File: src/rtl/seg_scan_ctrl_pkg.sv
// seg_pkg: shared constants and types for the seven-segment scan controller.
//   SEG_NUM_DIGITS  number of multiplexed digits
//   SEG_BLANK       all cathodes off (active-low)
//   SEG_HEX         active-low {g,f,e,d,c,b,a} encodings for hex 0-F
//   digit_idx_t     2-bit digit index
//   digit_state_e   scan states DIG0..DIG3
package seg_pkg;

  localparam int unsigned SEG_NUM_DIGITS = 4;

  localparam logic [6:0] SEG_BLANK = 7'b1111111;

  localparam logic [6:0] SEG_HEX [16] = '{
    7'b1000000,  // 0
    7'b1111001,  // 1
    7'b0100100,  // 2
    7'b0110000,  // 3
    7'b0011001,  // 4
    7'b0010010,  // 5
    7'b0000010,  // 6
    7'b1111000,  // 7
    7'b0000000,  // 8
    7'b0010000,  // 9
    7'b0001000,  // A
    7'b0000011,  // b
    7'b1000110,  // C
    7'b0100001,  // d
    7'b0000110,  // E
    7'b0001110   // F
  };

  typedef logic [1:0] digit_idx_t;

  typedef enum logic [1:0] {
    DIG0 = 2'd0,
    DIG1 = 2'd1,
    DIG2 = 2'd2,
    DIG3 = 2'd3
  } digit_state_e;

endpackage

File: src/rtl/seg_scan_ctrl_if.sv
// seg_scan_ctrl_if: groups the display controller's source/control inputs
// and the active-low display pins.
//   value_a/value_b  16-bit result sources (nibble 0 = rightmost digit)
//   sel_b, load      source select and level-sensitive latch strobe
//   blank_lz, blink  leading-zero blanking and blink request
//   seg/an/dp        active-low cathodes, anodes, decimal point
//   master: drives sources/controls; slave: the scan controller
interface seg_scan_ctrl_if;
  logic [15:0] value_a;
  logic [15:0] value_b;
  logic        sel_b;
  logic        load;
  logic        blank_lz;
  logic        blink;
  logic [6:0]  seg;
  logic [3:0]  an;
  logic        dp;

  modport master (
    output value_a, value_b, sel_b, load, blank_lz, blink,
    input  seg, an, dp
  );

  modport slave (
    input  value_a, value_b, sel_b, load, blank_lz, blink,
    output seg, an, dp
  );
endinterface

File: src/rtl/seg_scan_ctrl_hex_decoder.sv
// seg_hex_decoder: combinational hex nibble to active-low seven-segment code.
//   i_nibble  4-bit hex value
//   o_seg     {g,f,e,d,c,b,a}, active-low
module seg_hex_decoder
  import seg_pkg::*;
(
  input  logic [3:0] i_nibble,
  output logic [6:0] o_seg
);

  assign o_seg = SEG_HEX[i_nibble];

endmodule

File: src/rtl/seg_scan_ctrl.sv
// seg_scan_ctrl: time-multiplexes a 4-digit active-low seven-segment display
// between digits and between two 16-bit sources latched on a load strobe.
//   clk     system clock
//   resetn  synchronous active-low reset
//   bus     seg_scan_ctrl_if.slave: value_a, value_b, sel_b, load, blank_lz,
//           blink in; seg, an, dp out (registered, update on scan tick)
// Optional: define SEG_BLINK_EN to enable anode blinking driven by blink.
module seg_scan_ctrl
  import seg_pkg::*;
#(
  parameter int unsigned REFRESH_DIV = 100000,
  parameter int unsigned CNT_W       = $clog2(REFRESH_DIV),
  parameter int unsigned BLINK_DIV   = 50000000
) (
  input  logic               clk,
  input  logic               resetn,
  seg_scan_ctrl_if.slave     bus
);

  localparam logic [CNT_W-1:0] CNT_MAX = CNT_W'(REFRESH_DIV - 1);

  logic [CNT_W-1:0] r_cnt;
  logic             w_tick;
  logic [15:0]      r_shadow;
  logic             r_src_b;
  digit_state_e     r_state;
  digit_state_e     w_state_nxt;
  logic [3:0]       w_nibble;
  logic [6:0]       w_seg_dec;
  logic             w_lz_zero;
  logic [3:0]       w_an_digit;
  logic [6:0]       w_seg_nxt;
  logic [3:0]       w_an_nxt;
  logic             w_dp_nxt;
  logic             w_force_dark;
  logic [6:0]       r_seg;
  logic [3:0]       r_an;
  logic             r_dp;

  // Refresh prescaler
  assign w_tick = (r_cnt == CNT_MAX);

  always_ff @(posedge clk) begin
    if (!resetn)     r_cnt <= '0;
    else if (w_tick) r_cnt <= '0;
    else             r_cnt <= r_cnt + 1'b1;
  end

  // Shadow register; a load coinciding with a tick is only seen next slot
  always_ff @(posedge clk) begin
    if (!resetn) begin
      r_shadow <= '0;
      r_src_b  <= 1'b0;
    end else if (bus.load) begin
      r_shadow <= bus.sel_b ? bus.value_b : bus.value_a;
      r_src_b  <= bus.sel_b;
    end
  end

  // Scan FSM: state register
  always_ff @(posedge clk) begin
    if (!resetn) r_state <= DIG0;
    else         r_state <= w_state_nxt;
  end

  // Scan FSM: next state
  always_comb begin
    w_state_nxt = r_state;
    if (w_tick) begin
      unique case (r_state)
        DIG0: w_state_nxt = DIG1;
        DIG1: w_state_nxt = DIG2;
        DIG2: w_state_nxt = DIG3;
        DIG3: w_state_nxt = DIG0;
      endcase
    end
  end

  // Scan FSM: outputs for the digit being entered on the tick
  always_comb begin
    w_nibble   = r_shadow[3:0];
    w_lz_zero  = 1'b0;
    w_an_digit = 4'b1110;
    unique case (w_state_nxt)
      DIG0: begin
        w_nibble   = r_shadow[3:0];
        w_lz_zero  = 1'b0;
        w_an_digit = 4'b1110;
      end
      DIG1: begin
        w_nibble   = r_shadow[7:4];
        w_lz_zero  = (r_shadow[15:4] == '0);
        w_an_digit = 4'b1101;
      end
      DIG2: begin
        w_nibble   = r_shadow[11:8];
        w_lz_zero  = (r_shadow[15:8] == '0);
        w_an_digit = 4'b1011;
      end
      DIG3: begin
        w_nibble   = r_shadow[15:12];
        w_lz_zero  = (r_shadow[15:12] == '0);
        w_an_digit = 4'b0111;
      end
    endcase
  end

  seg_hex_decoder u_dec (
    .i_nibble (w_nibble),
    .o_seg    (w_seg_dec)
  );

  always_comb begin
    w_seg_nxt = w_seg_dec;
    w_an_nxt  = w_an_digit;
    if (bus.blank_lz && w_lz_zero) begin
      w_seg_nxt = SEG_BLANK;
      w_an_nxt  = '1;
    end
    w_dp_nxt = !((w_state_nxt == DIG0) && r_src_b);
  end

`ifdef SEG_BLINK_EN
  localparam int unsigned BLK_W = (BLINK_DIV > 1) ? $clog2(BLINK_DIV) : 1;
  localparam logic [BLK_W-1:0] BLK_MAX = BLK_W'(BLINK_DIV - 1);

  logic [BLK_W-1:0] r_bcnt;
  logic             r_bphase;

  always_ff @(posedge clk) begin
    if (!resetn) begin
      r_bcnt   <= '0;
      r_bphase <= 1'b0;
    end else if (r_bcnt == BLK_MAX) begin
      r_bcnt   <= '0;
      r_bphase <= ~r_bphase;
    end else begin
      r_bcnt   <= r_bcnt + 1'b1;
    end
  end

  assign w_force_dark = bus.blink & r_bphase;
`else
  assign w_force_dark = 1'b0;
`endif

  // Display registers load only on the tick
  always_ff @(posedge clk) begin
    if (!resetn) begin
      r_seg <= SEG_BLANK;
      r_an  <= '1;
      r_dp  <= 1'b1;
    end else if (w_tick) begin
      r_seg <= w_seg_nxt;
      r_an  <= w_force_dark ? 4'b1111 : w_an_nxt;
      r_dp  <= w_dp_nxt;
    end
  end

  assign bus.seg = r_seg;
  assign bus.an  = r_an;
  assign bus.dp  = r_dp;

endmodule

File: src/flat_wrapper.sv
// flat-port wrapper written by rule: the top's interface ports become plain ports
module seg_scan_ctrl_flat import seg_pkg::*;
#(
  parameter int unsigned REFRESH_DIV = 100000,
  parameter int unsigned CNT_W       = $clog2(REFRESH_DIV),
  parameter int unsigned BLINK_DIV   = 50000000
)
  (clk, resetn, bus_value_a, bus_value_b, bus_sel_b, bus_load, bus_blank_lz, bus_blink, bus_seg, bus_an, bus_dp);
  seg_scan_ctrl_if bus_i ();
  input  logic clk;
  input  logic resetn;
  input wire logic [$bits(bus_i.value_a)-1:0] bus_value_a;
  input wire logic [$bits(bus_i.value_b)-1:0] bus_value_b;
  input wire logic [$bits(bus_i.sel_b)-1:0] bus_sel_b;
  input wire logic [$bits(bus_i.load)-1:0] bus_load;
  input wire logic [$bits(bus_i.blank_lz)-1:0] bus_blank_lz;
  input wire logic [$bits(bus_i.blink)-1:0] bus_blink;
  output wire logic [$bits(bus_i.seg)-1:0] bus_seg;
  output wire logic [$bits(bus_i.an)-1:0] bus_an;
  output wire logic [$bits(bus_i.dp)-1:0] bus_dp;
  assign bus_i.value_a = bus_value_a;
  assign bus_i.value_b = bus_value_b;
  assign bus_i.sel_b = bus_sel_b;
  assign bus_i.load = bus_load;
  assign bus_i.blank_lz = bus_blank_lz;
  assign bus_i.blink = bus_blink;
  assign bus_seg = bus_i.seg;
  assign bus_an = bus_i.an;
  assign bus_dp = bus_i.dp;
  seg_scan_ctrl #(.REFRESH_DIV(REFRESH_DIV), .CNT_W(CNT_W), .BLINK_DIV(BLINK_DIV)) u_core (.clk(clk), .resetn(resetn), .bus(bus_i));
endmodule
File: config.mk
export PLATFORM = sky130hd
export DESIGN_NAME = seg_scan_ctrl_flat
export DESIGN_NICKNAME = d
export VERILOG_FILES = /design/src/rtl/seg_scan_ctrl_pkg.sv /design/src/rtl/seg_scan_ctrl_if.sv /design/src/rtl/seg_scan_ctrl_hex_decoder.sv /design/src/rtl/seg_scan_ctrl.sv /design/src/flat_wrapper.sv
export SDC_FILE = /design/constraint.sdc
export NUM_CORES = 1
export LEC_CHECK = 0
export CAP_MARGIN = 20
export CORE_UTILIZATION = 57
export DETAILED_ROUTE_END_ITERATION = 7
export DONT_BUFFER_PORTS = 1
export HOLD_SLACK_MARGIN = 0.06
export MAX_ROUTING_LAYER = met4
export PLACE_DENSITY = 0.87
export SYNTH_ARGS = -nofsm -noshare
export SYNTH_HDL_FRONTEND = slang
export SYNTH_SLANG_ARGS = --single-unit
File: constraint.sdc
create_clock -name clk -period 2.8 [get_ports clk]
set_clock_uncertainty 0.2 [all_clocks]
set_input_delay 0.14 -clock clk [delete_from_list [all_inputs] [get_ports clk]]
set_output_delay 0.14 -clock clk [all_outputs]
set_load 0.03 [all_outputs]
; ---- Word level (Yosys, flattened, before mapping)
; Memory sizes are Yosys's and may differ from the RTL's.
; Index checks and enable logic that the tools add are counted.
[classes]
add_sub_neg = 1
n_lt_le_gt_ge = 1
n_eq_ne = 7
mux = 10
bitwise = 2
n_reduce_logical = 9
[op_table]
columns = cell, count
row1 = one-hot mux 4 bit (4 select lines), 2
row2 = 2-to-1 mux 7 bit, 3
row3 = "adder 17 x 1 -> 17 bit, second input constant", 1
row4 = "== test 17 bit, second input constant", 1
row5 = 2-to-1 mux 16 bit, 1
row6 = logical NOT 12 bit, 1
row7 = "== test 2 bit, second input constant", 4
row8 = logical NOT 8 bit, 1
row9 = one-hot mux 2 bit (4 select lines), 1
row10 = ">= comparator 5 bit, second input constant", 1
row11 = NOT 4 -> 5 bit, 1
row12 = "== test 2 x 1 -> 1 bit, second input constant", 2
row13 = logical NOT 2 bit, 2
row14 = logical NOT 4 bit, 1
row15 = 2-to-1 mux 4 bit, 1
row16 = one-hot mux 1 bit (4 select lines), 1
row17 = logical AND 1 bit, 2
row18 = 2-to-1 mux 2 bit, 1
row19 = OR reduction 2 bit, 1
row20 = logical NOT 1 bit, 1
row21 = NOT 1 bit, 1
[word_totals]
ff_bits = 48
rom_bits = 112
inputBits = 38
out_inout_bits = 12
wordCells = 38
memories = 1
[memory_table]
columns = name, depth, width, read_ports, rd_clocked_by_memory_dff, wr, line
row1 = (no name shown), 16, 7, 1, 0, 0, seg_scan_ctrl_hex_decoder.sv:11  ; assign o_seg = SEG_HEX[i_nibble];

; ---- Longest topological paths before layout
[logic_depth]
word_depth = 10
depth_mapped = 11
mapped_depth_nobuf = 11

; ---- Cells and area by module
; A second synthesis with hierarchy kept.
[unflattened]
cells_unflattened = 277
hier_area_um2 = 2536.2
[modules_own_cells]
columns = module, n_inst, cells_per_inst, area_each_um2, seq_area_each_um2
row1 = seg_scan_ctrl, 1, 244, 2267.2, 960.9
row2 = seg_hex_decoder, 1, 33, 269.0, 0.0

; ---- Worst setup path after synthesis
; OpenSTA, ideal clock, no wires.
[synth_path]
path_type = reg-to-reg
startpoint = reg u_core.r_cnt[0]
endpoint = reg u_core.r_seg[3], in the netlist u_core.bus.seg[3]
setup_time_ns = 0.066
arrival_ns = 2.583
t_required_ns = 2.534
path_slack_ns = -0.049
stages_incl_launch_ff = 12
n_path_buf = 0
period_less_slack_ns = 2.849
path_cell_list = dfxtp_1 -> ha_1 -> and4_1 -> nand4_4 -> mux2i_2 -> mux2i_1 -> mux2_2 -> ha_1 -> inv_1 -> mux2i_1 -> mux2_2 -> a21oi_2
[synth_between]
elab_chain_len = 9
word_cells_on_any_way = 14
classes_between = 4 x eq/ne / 6 x mux / 1 x bitwise / 2 x reduce/logical / 1 x memory
[synth_lines]
columns = element, line
row1 = from (decl), seg_scan_ctrl.sv:22  ; logic [CNT_W-1:0] r_cnt;
row2 = from (signal assigned), seg_scan_ctrl.sv:46  ; else r_cnt <= r_cnt + 1'b1;
row3 = == test 17 bit *, seg_scan_ctrl.sv:41  ; assign w_tick = (r_cnt == CNT_MAX);
row4 = 2-to-1 mux 2 bit, seg_scan_ctrl.sv:69  ; if (w_tick) begin
row5 = == test 2 bit (tied with other cells), seg_scan_ctrl.sv:84  ; unique case (w_state_nxt)
row6 = one-hot mux 4 bit (4 select lines), seg_scan_ctrl.sv:84
row7 = NOT 4 -> 5 bit (not written as such), seg_scan_ctrl_hex_decoder.sv:11
row8 = memory (16 x 7 bit), --
row9 = 2-to-1 mux 7 bit (not written as such) (2 in series), seg_scan_ctrl_hex_decoder.sv:11
row10 = 2-to-1 mux 7 bit, seg_scan_ctrl.sv:116  ; if (bus.blank_lz && w_lz_zero) begin
row11 = to (signal assigned), seg_scan_ctrl.sv:154  ; r_seg <= w_seg_nxt;
row12 = to (decl), seg_scan_ctrl.sv:36  ; logic [6:0] r_seg;
; Every way passes the cells marked *; elsewhere a longest branch is shown, timed or not. The select of a mux whose other input is x is not followed.
; A chain may end at the register's enable or synchronous reset.

; ---- Worst setup path in the final report
[layout_path]
startpoint = reg u_core.r_cnt[14]
endpoint = reg u_core.r_seg[4], in the netlist u_core.bus.seg[4]
; Same word-level chain as after synthesis.

==> out/qor.csv <==
metric,value,unit
min_path_type,in -> reg,
synth_area_leaders,"dfxtp_1, mux2i_1, o211a_1",
layout_min_cycle_time,2.81,ns
drt-total-wl,7490,um
cts_sinks,48,
final-seq-area,967,sq um
drt.antenna.violating_nets,0,
die_area,4630,sq um
ctsLongestPathBuffers,2,
gp_congestion,0.770,
crit-reg2reg-launch,u_core.r_cnt[14],
coreArea,4090,sq um
synth_edf_count,0,
first_pass_iters,6,
reg2reg_setup_slack,-0.01,ns
p_int,994,uW
drv_slew,0,
fin_ws,-0.00964,ns
antenna_cells,0,
violations,negative setup slack,
r2r-end,u_core.bus.seg[4],
io_buffers,0,
avgSynthCellArea,9.56,sq um
grt_overflow_total,0,
whs,0.226,ns
slew_headroom,0.370,
track_usage,0.310,
synth_sequential_area_ratio,0.387,
clkLatencyLatePin,0.31,ns
clockPowerShare,0.299,
ys_seq_elements,48,
htree_levels,2,
p_switching,359,uW
synth_top_area_frac,0.387,
power.leakage,0.00149,uW
crit_arrival,2.85,ns
hold_viol,0,
crit_path_start_kind,register,
drtIter0Drc,128,
setup_viol,2,
post-route-period-util,1.00,
tns,-0.00999,ns
synthesis.area,2480,sq um
io_pins,50,
critical_path_class,reg -> reg,
hold_end,u_core.bus.seg[5],
dp.cells,315,
drv_cap,0,
combPwrFrac,0.165,
pwr-share-seq,0.536,
sw_frac_of_total,0.265,
synth_top_cell_by_area,dfxtp_1,
hpwl,3650,um
die_y,68.0,um
syn_nets,307,
hp-start,resetn,
fin_nets,362,
outcome,finished with violations,
cts_tree,done,
viasPerCell,6.23,
cts_made_buffers,5,
drive_above_1_share,0.203,
ys_types,40,
path_max_fanout,6,
area_growth,30.5,%
grt_pass1_vias,2212,
synth.yosys.warnings,0,
cts.clk_slew.worst_paths,0.08,ns
drc,0,
worst_pin_slew,0.942,ns
max_freq,0.356,GHz
synth-async-reset-ratio,0,
whs_path_depth,5,
multiInputGateArea,1540,sq um
post_drt_wl_per_cell,20.5,um
fill_cells,235,
required,2.84,ns
synth_common_cells,"dfxtp_1, mux2i_1, nand2_1, nor2_1, o211a_1",
grt_pass1_wl,10100,um
final_cells,365,
dieWidth,68.0,um
power_density,417,nW/um^2
cp-end-kind,register,
ir_worst_vdd,281,uV
grt_max_degree,34,
syn_inst,260,
rsz0062_at_grt,yes,
synthMostInstantiatedCell,dfxtp_1,
num_vias,2273,
clockRootBuffer,clkbuf_8,
yosys_most_used_dff,dfxtp_1,
initial_utilization,0.608,
antenna_found_initial,0,
finish.utilization,0.793,
reg2reg_depth,9,
std_cell_rows,23,
flip-flops by register name, summed over array words and instances, names as in the netlist:
name / count
u_core.bus.dp: 1
u_core.bus.an: 4
u_core.r_src_b: 1
u_core.r_shadow: 16
u_core.r_cnt: 17
u_core.r_state: 2
u_core.bus.seg: 7
layout make-up:
type,instances,share of cell area
clock buffers,6,0.0224
clock inverters,1,0.00154
inverters,8,0.0100
multi-input cells,191,0.475
flip-flops and latches,48,0.298
well taps,50,0.0193
repair buffers,61,0.173
worst max path at each step:
| stage | startpoint | to | slack [ns] | depth (start not counted) |
|---|---|---|---|---|
| 2_1_floorplan | u_core.r_cnt[0] | u_core.bus.seg[3] | 0.0006 | 10 |
| 3_3_place_gp | u_core.r_cnt[0] | u_core.bus.seg[3] | 0.05 | 11 |
| 3_5_place_dp | u_core.r_cnt[0] | u_core.bus.seg[3] | -0.01 | 11 |
| 4_1_cts | u_core.r_cnt[0] | u_core.bus.seg[3] | 0.004 | 11 |
| 5_1_grt | u_core.r_cnt[14] | u_core.bus.seg[5] | -0.1 | 11 |
| 6_report | u_core.r_cnt[14] | u_core.bus.seg[4] | -0.01 | 9 |
layout by cell type, fill, tap and decap left out, types with 3 or more instances in the layout:
cell type / instances
buf_4: 23
and3_1: 3
o211a_1: 16
buf_6: 3
a31oi_1: 5
o21ai_0: 6
nand2_1: 27
nor2_1: 25
clkbuf_8: 5
dlygate4sd3_1: 34
and2_1: 4
nor2b_1: 3
nand4_1: 4
mux2_4: 7
mux2i_2: 3
nand3_1: 5
a21oi_1: 7
mux2i_1: 27
inv_1: 5
ha_1: 3
ha_4: 5
xnor2_1: 5
dfxtp_1: 45
xor2_1: 9
worst max-delay path, stage by stage, from the launching register on:
cell and delay [ns]:
dfxtp_4 0.37, nor4b_4 0.32, nand4_4 0.21, buf_4 0.21, mux2_4 0.35, mux2i_1 0.18, mux2_4 0.35, nand2b_1 0.19
o22a_1 0.20, a31oi_1 0.15
per-stage QoR:
stage,power [uW],area [sq um],worst slack (ns)
5_1_grt,1390,3240,-0.0985
3_5_place_dp,853,2620,-0.0148
4_1_cts,1290,3050,0.00396
3_3_place_gp,847,2620,0.0511
2_1_floorplan,843,2490,0.000599
6_report,1350,3240,-0.00964
power by group through the flow:
stage	Sequential [uW]	Combinational (uW)	Clock, uW
after floorplan	730	113	0
after global placement	735	112	0
after detailed placement	735	118	0
after CTS	719	177	395
after global routing	726	237	427
final	725	224	405
metal layers:
layer	vias up	GRT usage	part of all wire	wire length, um
li1	1033	-	-	-
met1	1090	0.314	0.37	2740
met2	113	0.543	0.51	3840
met3	37	0.0750	0.065	484
met4	0	0.172	0.057	427
met5	-	-	0	0
logic make-up after synthesis:
group	Yosys count	share of synthesized area
AOI/OAI and AO/OA	44	0.135
muxes	38	0.161
xor gates and xnor gates	14	0.0493
adders and majority gates	9	0.0453
DFF	48	0.387
buffers and inverters	23	0.0453
and+or+nand+nor	84	0.177
repair_timing:
item | 4_1_cts | 5_1_grt
pin swaps | 0 | 8
buffers inserted | 0 | 6
gates resized for setup | 3 | 29
gates cloned | 0 | 2
endpoints found under the hold margin | 28 | 0
hold buffers | 34 | 0
setup endpoints to repair | 4 | 7
No activity file was read; power rests on OpenSTA's default activity.
